[src/rtl/collatz_pkg.sv]
// Shared definitions for the Collatz sequence engine: FSM state encoding
// and the status codes reported on completion.
package collatz_pkg;

    typedef enum logic [1:0] {
        S_IDLE = 2'b00,
        S_RUN  = 2'b01,
        S_DONE = 2'b10
    } state_t;

    localparam logic [1:0] ST_OK   = 2'b00;  // sequence reached 1
    localparam logic [1:0] ST_ZERO = 2'b01;  // start value was 0
    localparam logic [1:0] ST_OVF  = 2'b10;  // 3n+1 did not fit in N_W bits
    localparam logic [1:0] ST_SAT  = 2'b11;  // step counter would wrap

endpackage

[src/rtl/collatz_seq_engine_if.sv]
// Request/result bundle between a controller (master) and the Collatz
// engine (slave). The peak field exists only when COLLATZ_PEAK_EN is defined.
interface collatz_seq_engine_if #(
    parameter int N_W   = 16,
    parameter int CNT_W = 8
);
    logic             start;
    logic [N_W-1:0]   n_in;
    logic             abort;
    logic             busy;
    logic             done;
    logic [CNT_W-1:0] steps;
    logic [1:0]       status;
`ifdef COLLATZ_PEAK_EN
    logic [N_W-1:0]   peak;

    modport master (output start, n_in, abort,
                    input  busy, done, steps, status, peak);
    modport slave  (input  start, n_in, abort,
                    output busy, done, steps, status, peak);
`else
    modport master (output start, n_in, abort,
                    input  busy, done, steps, status);
    modport slave  (input  start, n_in, abort,
                    output busy, done, steps, status);
`endif
endinterface

[src/rtl/collatz_step.sv]
// One Collatz iteration: n/2 for even n, 3n+1 for odd n. The odd case is
// evaluated two bits wider than n so the overflow flag is exact.
module collatz_step #(
    parameter int N_W = 16
) (
    input  logic [N_W-1:0] i_n,
    output logic [N_W-1:0] o_next,
    output logic           o_ovf
);
    logic [N_W+1:0] w_triple;

    // 3n+1 as n + 2n + 1; max value 3*2^N_W - 2 fits in N_W+2 bits
    assign w_triple = {2'b00, i_n} + {1'b0, i_n, 1'b0} + (N_W+2)'(1);

    // Select halving or 3n+1; overflow is only meaningful on the odd path
    always_comb begin
        o_next = i_n >> 1;
        o_ovf  = 1'b0;
        if (i_n[0]) begin
            o_next = w_triple[N_W-1:0];
            o_ovf  = |w_triple[N_W+1:N_W];
        end
    end
endmodule

[src/rtl/collatz_seq_engine.sv]
// Collatz sequence engine: counts iterations from a start value down to 1,
// one iteration per clock. Optional peak tracking under COLLATZ_PEAK_EN.
// busy/done are registered copies of the state, so they lag it by one cycle.
module collatz_seq_engine
    import collatz_pkg::*;
#(
    parameter int N_W   = 16,
    parameter int CNT_W = 8
) (
    input  logic                 clk,
    input  logic                 rst_n,
    collatz_seq_engine_if.slave  bus
);
    state_t           r_state;
    logic [N_W-1:0]   r_n;
    logic [CNT_W-1:0] r_steps;
    logic [1:0]       r_status;
    logic             r_busy;
    logic             r_done;
`ifdef COLLATZ_PEAK_EN
    logic [N_W-1:0]   r_peak;
`endif

    logic [N_W-1:0]   w_next;
    logic             w_ovf;

    collatz_step #(.N_W(N_W)) u_step (
        .i_n    (r_n),
        .o_next (w_next),
        .o_ovf  (w_ovf)
    );

    // Control FSM with datapath registers; reset > abort > start/step
    always_ff @(posedge clk) begin
        if (!rst_n) begin
            r_state  <= S_IDLE;
            r_n      <= '0;
            r_steps  <= '0;
            r_status <= ST_OK;
            r_busy   <= 1'b0;
            r_done   <= 1'b0;
`ifdef COLLATZ_PEAK_EN
            r_peak   <= '0;
`endif
        end else begin
            r_busy <= (r_state == S_RUN);
            r_done <= (r_state == S_DONE);
            if (bus.abort) begin
                r_state <= S_IDLE;
            end else begin
                case (r_state)
                    S_IDLE, S_DONE: begin
                        if (bus.start) begin
                            r_n      <= bus.n_in;
                            r_steps  <= '0;
                            r_status <= ST_OK;
`ifdef COLLATZ_PEAK_EN
                            r_peak   <= bus.n_in;
`endif
                            r_state  <= S_RUN;
                        end
                    end
                    S_RUN: begin
                        if (r_n == '0) begin
                            r_status <= ST_ZERO;
                            r_steps  <= '0;
                            r_state  <= S_DONE;
                        end else if (r_n == N_W'(1)) begin
                            r_state  <= S_DONE;
                        end else if (w_ovf) begin
                            r_status <= ST_OVF;
                            r_state  <= S_DONE;
                        end else if (&r_steps) begin
                            r_status <= ST_SAT;
                            r_state  <= S_DONE;
                        end else begin
                            r_n     <= w_next;
                            r_steps <= r_steps + CNT_W'(1);
`ifdef COLLATZ_PEAK_EN
                            if (w_next > r_peak) r_peak <= w_next;
`endif
                        end
                    end
                    default: r_state <= S_IDLE;
                endcase
            end
        end
    end

    assign bus.busy   = r_busy;
    assign bus.done   = r_done;
    assign bus.steps  = r_steps;
    assign bus.status = r_status;
`ifdef COLLATZ_PEAK_EN
    assign bus.peak   = r_peak;
`endif
endmodule

[src/flat_wrapper.sv]
// flat-port wrapper written by rule: the top's interface ports become plain ports
module collatz_seq_engine_flat import collatz_pkg::*;
#(
    parameter int N_W   = 16,
    parameter int CNT_W = 8
)
  (clk, rst_n, bus_start, bus_n_in, bus_abort, bus_busy, bus_done, bus_steps, bus_status);
  collatz_seq_engine_if #(.N_W(N_W), .CNT_W(CNT_W)) bus_i ();
  input  logic clk;
  input  logic rst_n;
  input wire logic [$bits(bus_i.start)-1:0] bus_start;
  input wire logic [$bits(bus_i.n_in)-1:0] bus_n_in;
  input wire logic [$bits(bus_i.abort)-1:0] bus_abort;
  output wire logic [$bits(bus_i.busy)-1:0] bus_busy;
  output wire logic [$bits(bus_i.done)-1:0] bus_done;
  output wire logic [$bits(bus_i.steps)-1:0] bus_steps;
  output wire logic [$bits(bus_i.status)-1:0] bus_status;
  assign bus_i.start = bus_start;
  assign bus_i.n_in = bus_n_in;
  assign bus_i.abort = bus_abort;
  assign bus_busy = bus_i.busy;
  assign bus_done = bus_i.done;
  assign bus_steps = bus_i.steps;
  assign bus_status = bus_i.status;
  collatz_seq_engine #(.N_W(N_W), .CNT_W(CNT_W)) u_core (.clk(clk), .rst_n(rst_n), .bus(bus_i));
endmodule
[config.mk]
export PLATFORM = sky130hd
export DESIGN_NAME = collatz_seq_engine_flat
export DESIGN_NICKNAME = d
export VERILOG_FILES = /design/src/rtl/collatz_pkg.sv /design/src/rtl/collatz_seq_engine_if.sv /design/src/rtl/collatz_step.sv /design/src/rtl/collatz_seq_engine.sv /design/src/flat_wrapper.sv
export SDC_FILE = /design/constraint.sdc
export NUM_CORES = 1
export LEC_CHECK = 0
export BUFFER_PORTS_ARGS = -buffer_cell sky130_fd_sc_hd__clkbuf_2
export CORE_ASPECT_RATIO = 0.6
export CORE_MARGIN = 2
export CORE_UTILIZATION = 53
export CTS_CLUSTER_DIAMETER = 150
export CTS_CLUSTER_SIZE = 24
export DETAILED_ROUTE_END_ITERATION = 6
export HOLD_SLACK_MARGIN = 0.1
export PLACE_DENSITY = 0.8
export SETUP_SLACK_MARGIN = 0.2
export SYNTH_ARGS = -nofsm -noshare
export SYNTH_HDL_FRONTEND = slang
export SYNTH_SLANG_ARGS = --single-unit
[constraint.sdc]
create_clock -name clk -period 3.02 [get_ports clk]
set_input_delay 0.302 -clock clk [delete_from_list [all_inputs] [get_ports clk]]
set_output_delay 0.302 -clock clk [all_outputs]
set_load 0.005 [all_outputs]
# Word level (Yosys, flattened, before mapping)
# Index checks and enable logic that the tools add are counted.
[totals]
ff_bits = 30
in_bits = 20
out_inout_bits = 12
word_cells = 61
[op_classes]
addsub = 3
n_eq_ne = 13
muxes = 26
bitwise = 2
n_reduce_logical = 11
[op_table]
columns = ["op", "count"]
rows = [
  ["two-way mux 16 bit", 6],
  ["two-way mux 8 bit", 5],
  ["one-hot mux 16 bit (2 select lines)", 1],
  ["two-way mux 2 bit", 10],
  ["adder 16 x 17 -> 18 bit", 1],
  ["adder 18 x 1 -> 18 bit, second input constant", 1],
  ["== test 16 x 1 -> 1 bit, second input constant", 1],
  ["logical NOT 16 bit", 1],
  ["one-hot mux 8 bit (2 select lines)", 1],
  ["!= test 2 bit, second input constant", 5],
  ["!= test 3 bit, second input constant", 3],
  ["adder 8 x 1 -> 8 bit, second input constant", 1],
  ["one-hot mux 2 bit (2 select lines)", 2],
  ["AND reduction 8 bit", 1],
  ["AND reduction 7 bit", 1],
  ["AND reduction 6 bit", 1],
  ["OR reduction 2 bit", 3],
  ["!= test 5 bit, second input constant", 1],
  ["AND reduction 5 bit", 1],
  ["!= test 4 bit, second input constant", 1],
  ["== test 2 x 1 -> 1 bit, second input constant", 1],
  ["== test 2 bit, second input constant", 1],
  ["logical NOT 2 bit", 1],
  ["inverter 1 bit", 2],
  ["other kinds (3)", 3],
]

# Logic depth before layout (Yosys ltp)
[depth]
word_depth = 8
ltp_mapped = 13
ltp_nobuf = 10

# Modules after synthesis
# From an unflattened synthesis, not the netlist that was laid out.
[unflattened]
cells_unflattened = 374
area_unflattened_um2 = 2866.5
[modules_own_cells]
columns = ["module", "n_inst", "cells_per_inst", "area_each_um2", "seq_area_each_um2"]
rows = [
  ["collatz_seq_engine", 1, 221, 1695.4, 600.6],
  ["collatz_step", 1, 153, 1171.1, 0.0],
]

# Worst setup path after synthesis
# OpenSTA, ideal clock, no wires.
[synth_path]
kind = "register to register"
startpoint = "register u_core.r_n[0]"
endpoint = "register u_core.r_n[9]"
setup_time_ns = 0.135
arrival_ns = 2.937
required_time_ns = 2.885
setup_slack_ns = -0.052
stages_incl_launch_ff = 14
path_buffers = 3
synth_period_minus_slack_ns = 3.072
path_cell_list = "dfxtp_1 > clkbuf_1 > inv_1 > clkbuf_1 > ha_1 > a21oi_1 > o22ai_1 > o21ai_1 > o21ai_2 > nor4_2 > nor3_4 > buf_4 > a211oi_1 > a211oi_1"
[synth_via]
elab_chain_len = 8
word_cells_on_any_way = 16
cone_classes = "add/sub: 2; eq/ne: 4; mux: 7; reduce/logical: 3"
[synth_rtl]
columns = ["item", "line", "rtl"]
rows = [
  ["start, declared", "collatz_seq_engine.sv:15", "logic [N_W-1:0] r_n;"],
  ["start signal, assigned", "collatz_seq_engine.sv:54", "r_n <= bus.n_in;"],
  ["start signal, assigned", "collatz_seq_engine.sv:77", "r_n <= w_next;"],
  ["adder 16 x 17 -> 18 bit", "collatz_step.sv:13", "assign w_triple = {2'b00, i_n} + {1'b0, i_n, 1'b0} + (N_W+2)'(1);"],
  ["adder 18 x 1 -> 18 bit", "collatz_step.sv:13", ""],
  ["two-way mux 16 bit", "collatz_step.sv:19", "if (i_n[0]) begin"],
  ["two-way mux 16 bit", "collatz_seq_engine.sv:73", "end else if (&r_steps) begin"],
  ["two-way mux 16 bit", "collatz_seq_engine.sv:70", "end else if (w_ovf) begin"],
  ["two-way mux 16 bit", "collatz_seq_engine.sv:68", "end else if (r_n == N_W'(1)) begin"],
  ["two-way mux 16 bit", "collatz_seq_engine.sv:64", "if (r_n == '0) begin"],
  ["one-hot mux 16 bit (2 select lines)", "collatz_seq_engine.sv:51", "case (r_state)"],
]
# Several ways; a longest one is shown, not always the timed one. The select of a mux whose other input is x is not followed.
# A chain may end at the register's enable or synchronous reset.

# Worst setup path in the final report
[layout_path]
startpoint = "register u_core.r_n[2]"
endpoint = "register u_core.r_n[9]"
# The elaborated chain is that of the path after synthesis.

==> metrics.md <==
| Metric | Value |
|---|---|
| Drt drc | `0` |
| Slew HR | `35.22%` |
| Tmin final | `2.745 ns` |
| Vias post-DR | `2705` |
| Ys flop type | `dfxtp_1` |
| WL per Instance | `17.19 um` |
| WL final | `7528 um` |
| Gpl congestion | `0.9340` |
| Overall die height | `58.94 um` |
| Share of cells above drive strength 1 | `28.80%` |
| Syn. warnings | `0` |
| Least-Margin Pin Slew | `0.9706 ns` |
| Setup CP Type | `reg -> reg` |
| CP required | `3.15 ns` |
| Power Dens Cells | `486.7 mW/mm2` |
| Dpl cells | `423` |
| Final hold vios | `0` |
| Clock-pin slew of the registers on the worst-case setup and hold paths | `0.08 ns` |
| Most frequent cells in the layout | `nor2_1, clkbuf_2, nand2_1` |
| Clock sinks | `30` |
| Fin. max-slew vios | `0` |
| Mapped Nets | `387` |
| First-pass GRT wire length | `11280 um` |
| Vias in the first global route | `2347` |
| Commonest non-fill, non-tap cell in the layout | `nor2_1` |
| Post-DP HPWL | `4950 um` |
| CP arrival | `2.88 ns` |
| Ant. Diodes | `0` |
| Clock Latency Late Sink | `0.29 ns` |
| Post-Syn Area per Cell | `7.912 um2` |
| DR vias/cell | `6.176` |
| Worst reg2reg endpoint | `u_core.r_n[9]` |
| Pre-CTS WS | `0.1756 ns` |
| Longest Clk Path Bufs | `2` |
| Tot GR Track Use | `25.97%` |
| Gr ovfl total | `0` |
| Maximum vdd ir drop | `0.2928 mV` |
| Final period util | `90.88%` |
| H-tree levels | `2` |
| Post-synth EDFFs | `0` |
| Layout Cells excl Fill | `438` |
| Hold Crit Depth | `2` |
| FMAX | `0.3643 GHz` |
| FF/Latch Area | `619.3 um2` |
| Endpoint class of the critical path | `register` |
| Post-route ant nets | `0` |
| Worst reg2reg setup slack | `0.28 ns` |
| Final Skew | `0.009183 ns` |
| CP Launch Type | `register` |
| Clock root cell | `clkbuf_8` |
| R2R cell count | `11` |
| TNS Setup | `0 ns` |
| Setup slack after layout | `0.2753 ns` |
| Syn Inst Count | `337` |
| Initial core utilization | `56.65%` |
| Num rows | `19` |
| Fraction of registers with async set/reset | `0%` |
| Antenna violations before repair | `0` |
| Endpoint, Worst Hold | `u_core.r_state[1]` |
| Largest net degree at the start of global routing | `27` |
| Register area share after synthesis | `22.52%` |
| CTS tree | `yes` |
| DRT Pass-1 Iters | `4` |
| # setup viols final | `0` |
| Max Cap Viol | `0` |
| FF+latch count, synth | `30` |
| R2r startpoint | `u_core.r_n[2]` |
| Mapped Area | `0.002666 mm2` |
| Multi-input gate area | `0.002017 mm2` |
| DR iter-0 viols | `207` |
| Number of buffers added on ports | `31` |
| Worst-path maximum fanout | `8` |
| Worst Hold Class | `in -> reg` |
| Io pins | `32` |
| Inserted Clock Buffers | `5` |
| Hold path startpoint | `bus_abort` |
| Core Region | `0.004707 mm2` |
| Status | `complete, no violations` |
| Final Util | `67.12%` |
| Lkg Pwr | `1.307 nW` |
| Area Overhead vs Synth | `18.49%` |
| Post-layout net count | `424` |
| Filler cells | `379` |
| Die area | `0.005633 mm2` |
| Die X | `95.57 um` |
| Distinct cell type count after synthesis | `53` |
| RSZ-0062 raised after global routing | `no` |
power by group:
group          total, mW  switching (mW)  internal [mW]
Sequential         0.493          0.0547          0.438
Combinational      0.687           0.404          0.283
Clock              0.358           0.174          0.184
kinds of logic (layout without fill, tap and decap cells):
| kind of cell | after synthesis | after routing | share of synthesized area (%) |
|---|---|---|---|
| compound gates | 110 | 110 | 29.75 |
| simple gates | 108 | 108 | 20.37 |
| buf+inv | 39 | 77 | 6.101 |
| fa+ha+maj | 30 | 30 | 14.36 |
| flops | 30 | 30 | 22.52 |
| xor+xnor | 14 | 14 | 4.598 |
| mux | 6 | 6 | 2.299 |
critical path, stage by stage, from the launching register on:
cell      delay, ns
dfxtp_1        0.39
inv_1          0.14
ha_4           0.32
o211ai_1       0.14
a21oi_2        0.23
o21ai_1        0.12
a211oi_4       0.32
nor4b_4        0.33
nor3_4         0.11
buf_6          0.16
a211oi_1       0.24
a211oi_1       0.08
how the worst max path moves through the flow:
stage                    from                   to  slack (ns)  cells after the start
2_1_floorplan   u_core.r_n[0]        u_core.r_n[9]        0.24                     13
3_3_place_gp   u_core.r_n[12]  u_core.bus.steps[0]        0.25                     10
3_5_place_dp    u_core.r_n[6]  u_core.bus.steps[0]        0.18                     10
4_1_cts        u_core.r_n[12]  u_core.bus.steps[2]        0.21                     10
5_1_grt         u_core.r_n[2]        u_core.r_n[9]        0.17                     12
6_report        u_core.r_n[2]        u_core.r_n[9]        0.28                     11
cell type report:
cell class,count,area share [%]
sequential,30,19.60
tap,63,2.495
timing repair buffer,45,8.317
inverter,24,2.851
clock inverter,1,0.1584
clock buffer,7,2.733
multi-input combinational,268,63.84
flip-flops by register name, indices dropped and copies added, names as in the netlist, named ones only:
signal and flops:
u_core.bus.steps 8, u_core.bus.busy 1, u_core.bus.done 1, u_core.r_state 2, u_core.r_n 15, u_core.bus.status 2
routing by layer:
layer | track usage [%] | vias up | share of wire, %
met5 | 0 | - | 0
met4 | 6.122 | 0 | 1.4
met3 | 6.146 | 16 | 8.7
met2 | 36.46 | 127 | 41
met1 | 39.78 | 1278 | 48
li1 | - | 1284 | -
through the flow:
step	hold WS, ns	power (mW)	cell area, um2
after floorplan	0.3813	0.9457	2671
after detailed placement	0.4561	1.084	2883
after CTS	0.2378	1.444	3018
after global routing	0.2451	1.615	3159
after global placement	0.4546	1.069	2883
final	0.2322	1.538	3159
repair_timing:
action                     4_1_cts  5_1_grt
buffers inserted                 3        2
gates cloned                     0        2
hold endpoints to repair         0        0
gates resized for setup          5       35
setup endpoints to repair       11       24
pin swaps                        1        7
hold buffers                     0        0
cells in the mapped netlist (2+ instances only):
| library cell | count | share of area (%) |
|---|---|---|
| a211o_1 | 9 | 3.0 |
| a211oi_1 | 9 | 2.5 |
| a21o_1 | 10 | 2.8 |
| a21oi_1 | 25 | 4.7 |
| a21oi_2 | 8 | 2.6 |
| a311oi_1 | 2 | 0.66 |
| a31oi_1 | 9 | 2.1 |
| a32o_1 | 2 | 0.75 |
| and2_1 | 5 | 1.2 |
| and3_1 | 3 | 0.70 |
| buf_2 | 4 | 0.75 |
| clkbuf_1 | 9 | 1.3 |
| dfxtp_1 | 30 | 23 |
| ha_1 | 29 | 14 |
| inv_1 | 24 | 3.4 |
| mux2i_1 | 5 | 1.9 |
| nand2_1 | 25 | 3.5 |
| nand2b_1 | 5 | 1.2 |
| nand3_1 | 10 | 1.9 |
| nand4_1 | 2 | 0.47 |
| nor2_1 | 40 | 5.6 |
| nor2b_1 | 2 | 0.47 |
| nor3_1 | 5 | 0.94 |
| o211ai_1 | 3 | 0.84 |
| o21a_1 | 8 | 2.3 |
| o21ai_0 | 7 | 1.3 |
| o21ai_1 | 3 | 0.56 |
| o21ai_2 | 2 | 0.66 |
| o22ai_1 | 2 | 0.47 |
| o31a_1 | 2 | 0.66 |
| o41ai_1 | 2 | 0.66 |
| or2_2 | 2 | 0.47 |
| or3_1 | 2 | 0.47 |
| xnor2_1 | 10 | 3.3 |
| xor2_1 | 4 | 1.3 |
(Power assumes the default switching activity.)
